--- src/rtl/instruction_memory_loadable_if.sv ---
// Load and fetch bus of the loadable instruction memory.
// The master side is the boot loader / fetch stage; the slave side is the memory.
interface instruction_memory_loadable_if #(
    parameter int ADDR_WIDTH = 32
);
    logic                  load_start;
    logic                  load_valid;
    logic [7:0]            load_byte;
    logic                  load_last;
    logic                  load_ready;
    logic                  load_done;
    logic                  load_overflow;
    logic [ADDR_WIDTH-1:0] pc;
    logic                  fetch_en;
    logic [31:0]           instr;
    logic                  instr_valid;
    logic                  fetch_fault;

    modport master (
        output load_start, load_valid, load_byte, load_last, pc, fetch_en,
        input  load_ready, load_done, load_overflow, instr, instr_valid, fetch_fault
    );

    modport slave (
        input  load_start, load_valid, load_byte, load_last, pc, fetch_en,
        output load_ready, load_done, load_overflow, instr, instr_valid, fetch_fault
    );
endinterface

--- src/rtl/instruction_memory_loadable.sv ---
// Run-time loadable instruction RAM for the Fetch stage.
// A byte stream is packed little-endian into 32-bit words during LOAD;
// in RUN the fetch port returns one registered word per enabled cycle,
// holding on stall and flagging misaligned or out-of-range PCs.
module instruction_memory_loadable #(
    parameter int                    ADDR_WIDTH  = 32,
    parameter int                    DEPTH_WORDS = 64,
    parameter logic [ADDR_WIDTH-1:0] BASE_ADDR   = '0,
    parameter logic [31:0]           FILL_INSTR  = 32'h0000_0013
) (
    input logic                           clk,
    input logic                           reset,
    instruction_memory_loadable_if.slave  bus
);
    localparam int                    AW      = $clog2(DEPTH_WORDS);
    localparam int                    PW      = AW + 1;
    localparam logic [PW-1:0]         DEPTH_P = PW'(DEPTH_WORDS);
    localparam logic [ADDR_WIDTH-1:0] DEPTH_A = ADDR_WIDTH'(DEPTH_WORDS);

    typedef enum logic [1:0] {IDLE, LOAD, RUN} state_t;

    state_t                state;
    logic [31:0]           mem [DEPTH_WORDS];

    // Write pointer is one bit wider than the index so "full" is representable.
    logic [PW-1:0]         wr_ptr;
    logic [1:0]            byte_cnt;
    logic [31:0]           asm_word;
    logic [31:0]           asm_next;
    logic                  ptr_full;
    logic                  accept;
    logic                  word_done;
    logic                  wr_en;

    logic                  load_ready_q;
    logic                  load_done_q;
    logic                  load_overflow_q;

    logic                  under_p0;
    logic [ADDR_WIDTH-1:0] off_p0;
    logic [ADDR_WIDTH-1:0] idx_p0;
    logic                  fault_p0;

    logic [31:0]           instr_p1;
    logic                  vld_p1;
    logic                  fault_p1;

    // Merge the incoming byte into its lane; upper lanes stay zero from the clear.
    always_comb begin
        asm_next = asm_word;
        asm_next[{byte_cnt, 3'b000} +: 8] = bus.load_byte;
    end

    assign ptr_full  = (wr_ptr >= DEPTH_P);
    assign accept    = load_ready_q && bus.load_valid && !bus.load_start;
    assign word_done = (byte_cnt == 2'd3) || bus.load_last;
    assign wr_en     = accept && !ptr_full && word_done;

    // Fetch address decode: borrow out of the subtraction means pc < BASE_ADDR.
    always_comb begin
        {under_p0, off_p0} = {1'b0, bus.pc} - {1'b0, BASE_ADDR};
        idx_p0   = off_p0 >> 2;
        fault_p0 = (bus.pc[1:0] != 2'b00) || under_p0 || (idx_p0 >= DEPTH_A);
    end

    // Word write port; contents deliberately survive reset.
    always_ff @(posedge clk) begin
        if (wr_en) begin
            mem[wr_ptr[AW-1:0]] <= asm_next;
        end
    end

    // Load/run controller together with the registered fetch outputs.
    always_ff @(posedge clk) begin
        if (reset) begin
            state           <= IDLE;
            load_ready_q    <= 1'b0;
            load_done_q     <= 1'b0;
            load_overflow_q <= 1'b0;
            wr_ptr          <= '0;
            byte_cnt        <= '0;
            asm_word        <= '0;
            instr_p1        <= FILL_INSTR;
            vld_p1          <= 1'b0;
            fault_p1        <= 1'b0;
        end else begin
            load_done_q <= 1'b0;
            if (bus.load_start) begin
                // A new load always wins, including over a byte offered this cycle.
                state           <= LOAD;
                load_ready_q    <= 1'b1;
                load_overflow_q <= 1'b0;
                wr_ptr          <= '0;
                byte_cnt        <= '0;
                asm_word        <= '0;
                instr_p1        <= FILL_INSTR;
                vld_p1          <= 1'b0;
                fault_p1        <= 1'b0;
            end else begin
                case (state)
                    IDLE: begin
                        instr_p1 <= FILL_INSTR;
                        vld_p1   <= 1'b0;
                        fault_p1 <= 1'b0;
                    end
                    LOAD: begin
                        instr_p1 <= FILL_INSTR;
                        vld_p1   <= 1'b0;
                        fault_p1 <= 1'b0;
                        if (accept) begin
                            if (ptr_full) begin
                                // Image larger than the RAM: drop the byte, never wrap.
                                load_overflow_q <= 1'b1;
                            end else if (word_done) begin
                                wr_ptr   <= wr_ptr + PW'(1);
                                byte_cnt <= '0;
                                asm_word <= '0;
                            end else begin
                                asm_word <= asm_next;
                                byte_cnt <= byte_cnt + 2'd1;
                            end
                            if (bus.load_last) begin
                                state        <= RUN;
                                load_ready_q <= 1'b0;
                                load_done_q  <= 1'b1;
                            end
                        end
                    end
                    RUN: begin
                        // fetch_en low is a stall: outputs simply keep their value.
                        if (bus.fetch_en) begin
                            instr_p1 <= fault_p0 ? FILL_INSTR : mem[idx_p0[AW-1:0]];
                            vld_p1   <= 1'b1;
                            fault_p1 <= fault_p0;
                        end
                    end
                    default: begin
                        state <= IDLE;
                    end
                endcase
            end
        end
    end

    assign bus.load_ready    = load_ready_q;
    assign bus.load_done     = load_done_q;
    assign bus.load_overflow = load_overflow_q;
    assign bus.instr         = instr_p1;
    assign bus.instr_valid   = vld_p1;
    assign bus.fetch_fault   = fault_p1;
endmodule
--- src/flat_wrapper.sv ---
// flat-port wrapper written by rule: the top's interface ports become plain ports
module instruction_memory_loadable_flat 
#(
    parameter int                    ADDR_WIDTH  = 32,
    parameter int                    DEPTH_WORDS = 64,
    parameter logic [ADDR_WIDTH-1:0] BASE_ADDR   = '0,
    parameter logic [31:0]           FILL_INSTR  = 32'h0000_0013
)
  (clk, reset, bus_load_start, bus_load_valid, bus_load_byte, bus_load_last, bus_pc, bus_fetch_en, bus_load_ready, bus_load_done, bus_load_overflow, bus_instr, bus_instr_valid, bus_fetch_fault);
  instruction_memory_loadable_if #(.ADDR_WIDTH(ADDR_WIDTH)) bus_i ();
  input logic clk;
  input logic reset;
  input wire logic [$bits(bus_i.load_start)-1:0] bus_load_start;
  input wire logic [$bits(bus_i.load_valid)-1:0] bus_load_valid;
  input wire logic [$bits(bus_i.load_byte)-1:0] bus_load_byte;
  input wire logic [$bits(bus_i.load_last)-1:0] bus_load_last;
  input wire logic [$bits(bus_i.pc)-1:0] bus_pc;
  input wire logic [$bits(bus_i.fetch_en)-1:0] bus_fetch_en;
  output wire logic [$bits(bus_i.load_ready)-1:0] bus_load_ready;
  output wire logic [$bits(bus_i.load_done)-1:0] bus_load_done;
  output wire logic [$bits(bus_i.load_overflow)-1:0] bus_load_overflow;
  output wire logic [$bits(bus_i.instr)-1:0] bus_instr;
  output wire logic [$bits(bus_i.instr_valid)-1:0] bus_instr_valid;
  output wire logic [$bits(bus_i.fetch_fault)-1:0] bus_fetch_fault;
  assign bus_i.load_start = bus_load_start;
  assign bus_i.load_valid = bus_load_valid;
  assign bus_i.load_byte = bus_load_byte;
  assign bus_i.load_last = bus_load_last;
  assign bus_i.pc = bus_pc;
  assign bus_i.fetch_en = bus_fetch_en;
  assign bus_load_ready = bus_i.load_ready;
  assign bus_load_done = bus_i.load_done;
  assign bus_load_overflow = bus_i.load_overflow;
  assign bus_instr = bus_i.instr;
  assign bus_instr_valid = bus_i.instr_valid;
  assign bus_fetch_fault = bus_i.fetch_fault;
  instruction_memory_loadable #(.ADDR_WIDTH(ADDR_WIDTH), .DEPTH_WORDS(DEPTH_WORDS), .BASE_ADDR(BASE_ADDR), .FILL_INSTR(FILL_INSTR)) u_core (.clk(clk), .reset(reset), .bus(bus_i));
endmodule
--- config.mk ---
export PLATFORM = sky130hd
export DESIGN_NAME = instruction_memory_loadable_flat
export DESIGN_NICKNAME = d
export VERILOG_FILES = /design/src/rtl/instruction_memory_loadable_if.sv /design/src/rtl/instruction_memory_loadable.sv /design/src/flat_wrapper.sv
export SDC_FILE = /design/constraint.sdc
export NUM_CORES = 2
export LEC_CHECK = 0
export ABC_AREA = 1
export BUFFER_PORTS_ARGS = -buffer_cell sky130_fd_sc_hd__buf_2
export CELL_PAD_IN_SITES_DETAIL_PLACEMENT = 0
export CELL_PAD_IN_SITES_GLOBAL_PLACEMENT = 1
export CORE_AREA = 2 2 417 833
export CTS_CLUSTER_SIZE = 28
export DETAILED_ROUTE_END_ITERATION = 8
export DIE_AREA = 0 0 419 835
export PLACE_DENSITY_LB_ADDON = 0.1
export SLEW_MARGIN = 20
export SYNTH_ARGS = -nofsm -noshare
export SYNTH_HDL_FRONTEND = slang
export SYNTH_SLANG_ARGS = --single-unit
--- constraint.sdc ---
create_clock -name clk -period 7.83 [get_ports clk]
set_input_delay 0.3915 -clock clk [delete_from_list [all_inputs] [get_ports clk]]
set_output_delay 0.3915 -clock clk [all_outputs]
set_load 0.01 [all_outputs]
==> results.cfg <==
[pwr]
power_frac_comb_pct = 5.2
p_clk_share_pct = 43.3
leakage_nw = 34.6
power_frac_seq_pct = 51.6
sw_frac_of_total_pct = 23.4
p_int_mw = 18.3
power_density_mw_per_mm2 = 241
irDropWorstVdd_v = 0.000166
switchingPower_mw = 5.60

[synth]
yosysTopAreaCellShare_pct = 71.9
ys_top_cells_by_area = edfxtp_1 (72%), nand2_1 (11%), nand3_1 (7.9%), dfxtp_1 (1.9%), buf_2 (1.4%)
mappedNetlistArea_mm2 = 0.0855
syn_nets = 7347
synth_top_cell_by_area = edfxtp_1
syn_inst = 7293
yosysSeqAreaShare_pct = 73.8
synthDistinctLibCells = 33
synth.avg_cell_area_um2 = 11.7
yosysWarningCount = 0
ys_ff_latch = 2128

[timing]
min_period_ns = 4.38
tightest_slew_ns = 1.16
hold_viol = 0
fin_worst_skew_ns = 0.0436
rsz0062_at_grt = false
slew_headroom_pct = 22.4
whs_ns = 0.105
finalWorstSetupSlack_ns = 3.45
period_share_pct = 56.0
setup_viol = 0
tns_ns = 0
drv_slew = 0
fmax_mhz = 228

[route]
ant_nets = 0
wl_mm = 326
wl_per_cell_um = 26.9
via_count = 54643
dr.pass1.iters = 7
first_iter_violations = 4021
via_per_inst = 4.50
drc = 0

[floorplan]
rows = 305
dieHeight_um = 835
design.portCount = 83
dieArea_mm2 = 0.350
start_util_pct = 24.9
fp.dieW_um = 419
coreArea_mm2 = 0.344

[critical_path]
cp-start-kind = flop
r2r_cells = 5
path_cells = inv_1 > ha_1 > nand4_1 > o22ai_4 > buf_4
path_depth = 5
crit_path_end_kind = flop
crit_arrival_ns = 4.97
crit_required_ns = 8.42
crit_family = compound AO/OA/AOI/OAI gates
cp_slowest_cell = o22ai_4
crit_buf_inv = 2
critPathKind = flop to flop
max_stage_delay_ns = 1.05
critPathMaxFanout = 49

[global_routing]
grt_pass1_vias = 54329
grt_util_all_layers_pct = 18.3
antenna_found_initial = 19
overflow = 0
grt_pass1_wl_mm = 453
grt_max_degree = 168

[clock_tree]
cts-root-buf = clkbuf_16
cts_setup_buffers = 0
cts_resized = 0
clk_pin_slew_ns = 0.06
cts_max_path_buffers = 4
cts_tree = built
insertion_delay_ns = 0.92
cts_buffers = 223
cts_max_level = 4
cts_num_sinks = 2128

[layout]
fillers = 35517
area_growth_pct = 15.9
final_cell_mix = nand2_1 (2,435), edfxtp_1 (2,048), nand3_1 (1,352), a21oi_1 (231), nor2_1 (229)
layout.nets = 7396
fin_area_mm2 = 0.0991
multi_input_area_mm2 = 0.0207
regArea_mm2 = 0.0631
layout-drive-gt1-share_pct = 9.05
final_common_cell = nand2_1

[placed_design]
dp_slack_ns = 3.28
portBuffers = 82
gp_congestion = 0.756
dp_hpwl_mm = 172
placed_area_mm2 = 0.0922

[min_path]
hold_depth = 5
hold_class = input pin to flop

[run_status]
status = complete, no violations

[flow_run]
drv_cap = 0
[final cells by class]
class / instances / area share (%)
clock buffer: 299 / 6.06
sequential: 2128 / 63.7
inverter: 140 / 0.563
timing repair buffer: 274 / 2.23
clock inverter: 105 / 0.788
antenna: 16 / 0.0404
tap: 4605 / 5.81
multi-input combinational: 4575 / 20.9
[cells in the mapped netlist]
| cell | instances |
|---|---|
| nand2_1 | 2435 |
| edfxtp_1 | 2048 |
| nand3_1 | 1353 |
| nor2_1 | 296 |
| buf_2 | 247 |
| a21oi_1 | 232 |
| inv_1 | 133 |
| clkbuf_1 | 112 |
| o21ai_0 | 101 |
| dfxtp_1 | 80 |
| nor3_1 | 47 |
| buf_4 | 45 |
| buf_1 | 41 |
| o22ai_1 | 40 |
| o211ai_1 | 15 |
| o21ai_1 | 14 |
| a22o_1 | 9 |
| ha_1 | 8 |
| buf_6 | 5 |
| nand4_1 | 5 |
| inv_2 | 4 |
| nor4_1 | 4 |
| nor2_2 | 3 |
| o31ai_1 | 3 |
| or2_2 | 3 |
| a211oi_1 | 2 |
| clkinv_1 | 2 |
| and3b_1 | 1 |
| inv_4 | 1 |
| nand2_2 | 1 |
| nor3_2 | 1 |
| nor3b_1 | 1 |
| o211a_1 | 1 |
[final timing paths]
kind / start / endpoint / slack (ns)
worst max register to register: u_core.byte_cnt[0] / u_core.mem[50][23] / 3.45
worst min-delay path: bus_load_byte[2] / u_core.asm_word[26] / 0.11
worst max-delay path: u_core.byte_cnt[0] / u_core.mem[50][23] / 3.45
worst min register to register: u_core.asm_word[13] / u_core.asm_word[13] / 0.46
[power groups by stage]
| stage | sequential [mW] | clock [mW] | combinational, mW |
|---|---|---|---|
| floorplan | 12.6 | 0 | 0.686 |
| global placement | 12.6 | 0 | 1.29 |
| detailed placement | 12.6 | 0 | 1.28 |
| CTS | 12.3 | 10.7 | 1.29 |
| global route | 12.3 | 11.0 | 1.35 |
| finish | 12.3 | 10.3 | 1.23 |
[registers in the layout, summed over array words and instances (netlist names), 2 cells and up]
signal            count
u_core.asm_word      32
u_core.bus.instr     32
u_core.byte_cnt       2
u_core.mem         2048
u_core.state          2
u_core.wr_ptr         7
[layer usage]
layer  track usage (%)  vias to the layer above  part of all wire, %  routed length, µm
met2              32.3                      929                   51             166000
li1                  -                    25684                    -                  -
met3              2.04                      326                  3.5              11500
met5                 0                        -                    0                  0
met1              23.7                    27704                   43             140000
met4              4.74                        0                  2.6               8510
[worst register-to-register path, cell delays in order (launching register included)]
cell and delay, ns:
dfxtp_1 0.44, inv_1 0.23, ha_1 0.74, nand4_1 0.88
o22ai_4 1.06, buf_4 0.68
[repair_timing]
action | CTS | global route
endpoints found under the setup margin | 0 | 0
endpoints found under the hold margin | 24 | 0
hold buffers | 6 | 0
[per-stage QoR]
stage          std cells  utilization, %  power, mW
2_1_floorplan       7293               -       13.3
3_3_place_gp       11712            26.8       13.9
3_5_place_dp       11715            26.8       13.9
4_1_cts            12125            28.8       24.3
5_1_grt            12127            28.8       24.7
6_report           12142            28.8       23.9
[kinds of logic after synthesis]
group	synth area share [%]
simple gates	20.3
compound gates	2.60
flops	73.8
buf+inv	3.19
fa+ha+maj	0.117
No activity file was read; power rests on OpenSTA's default activity.
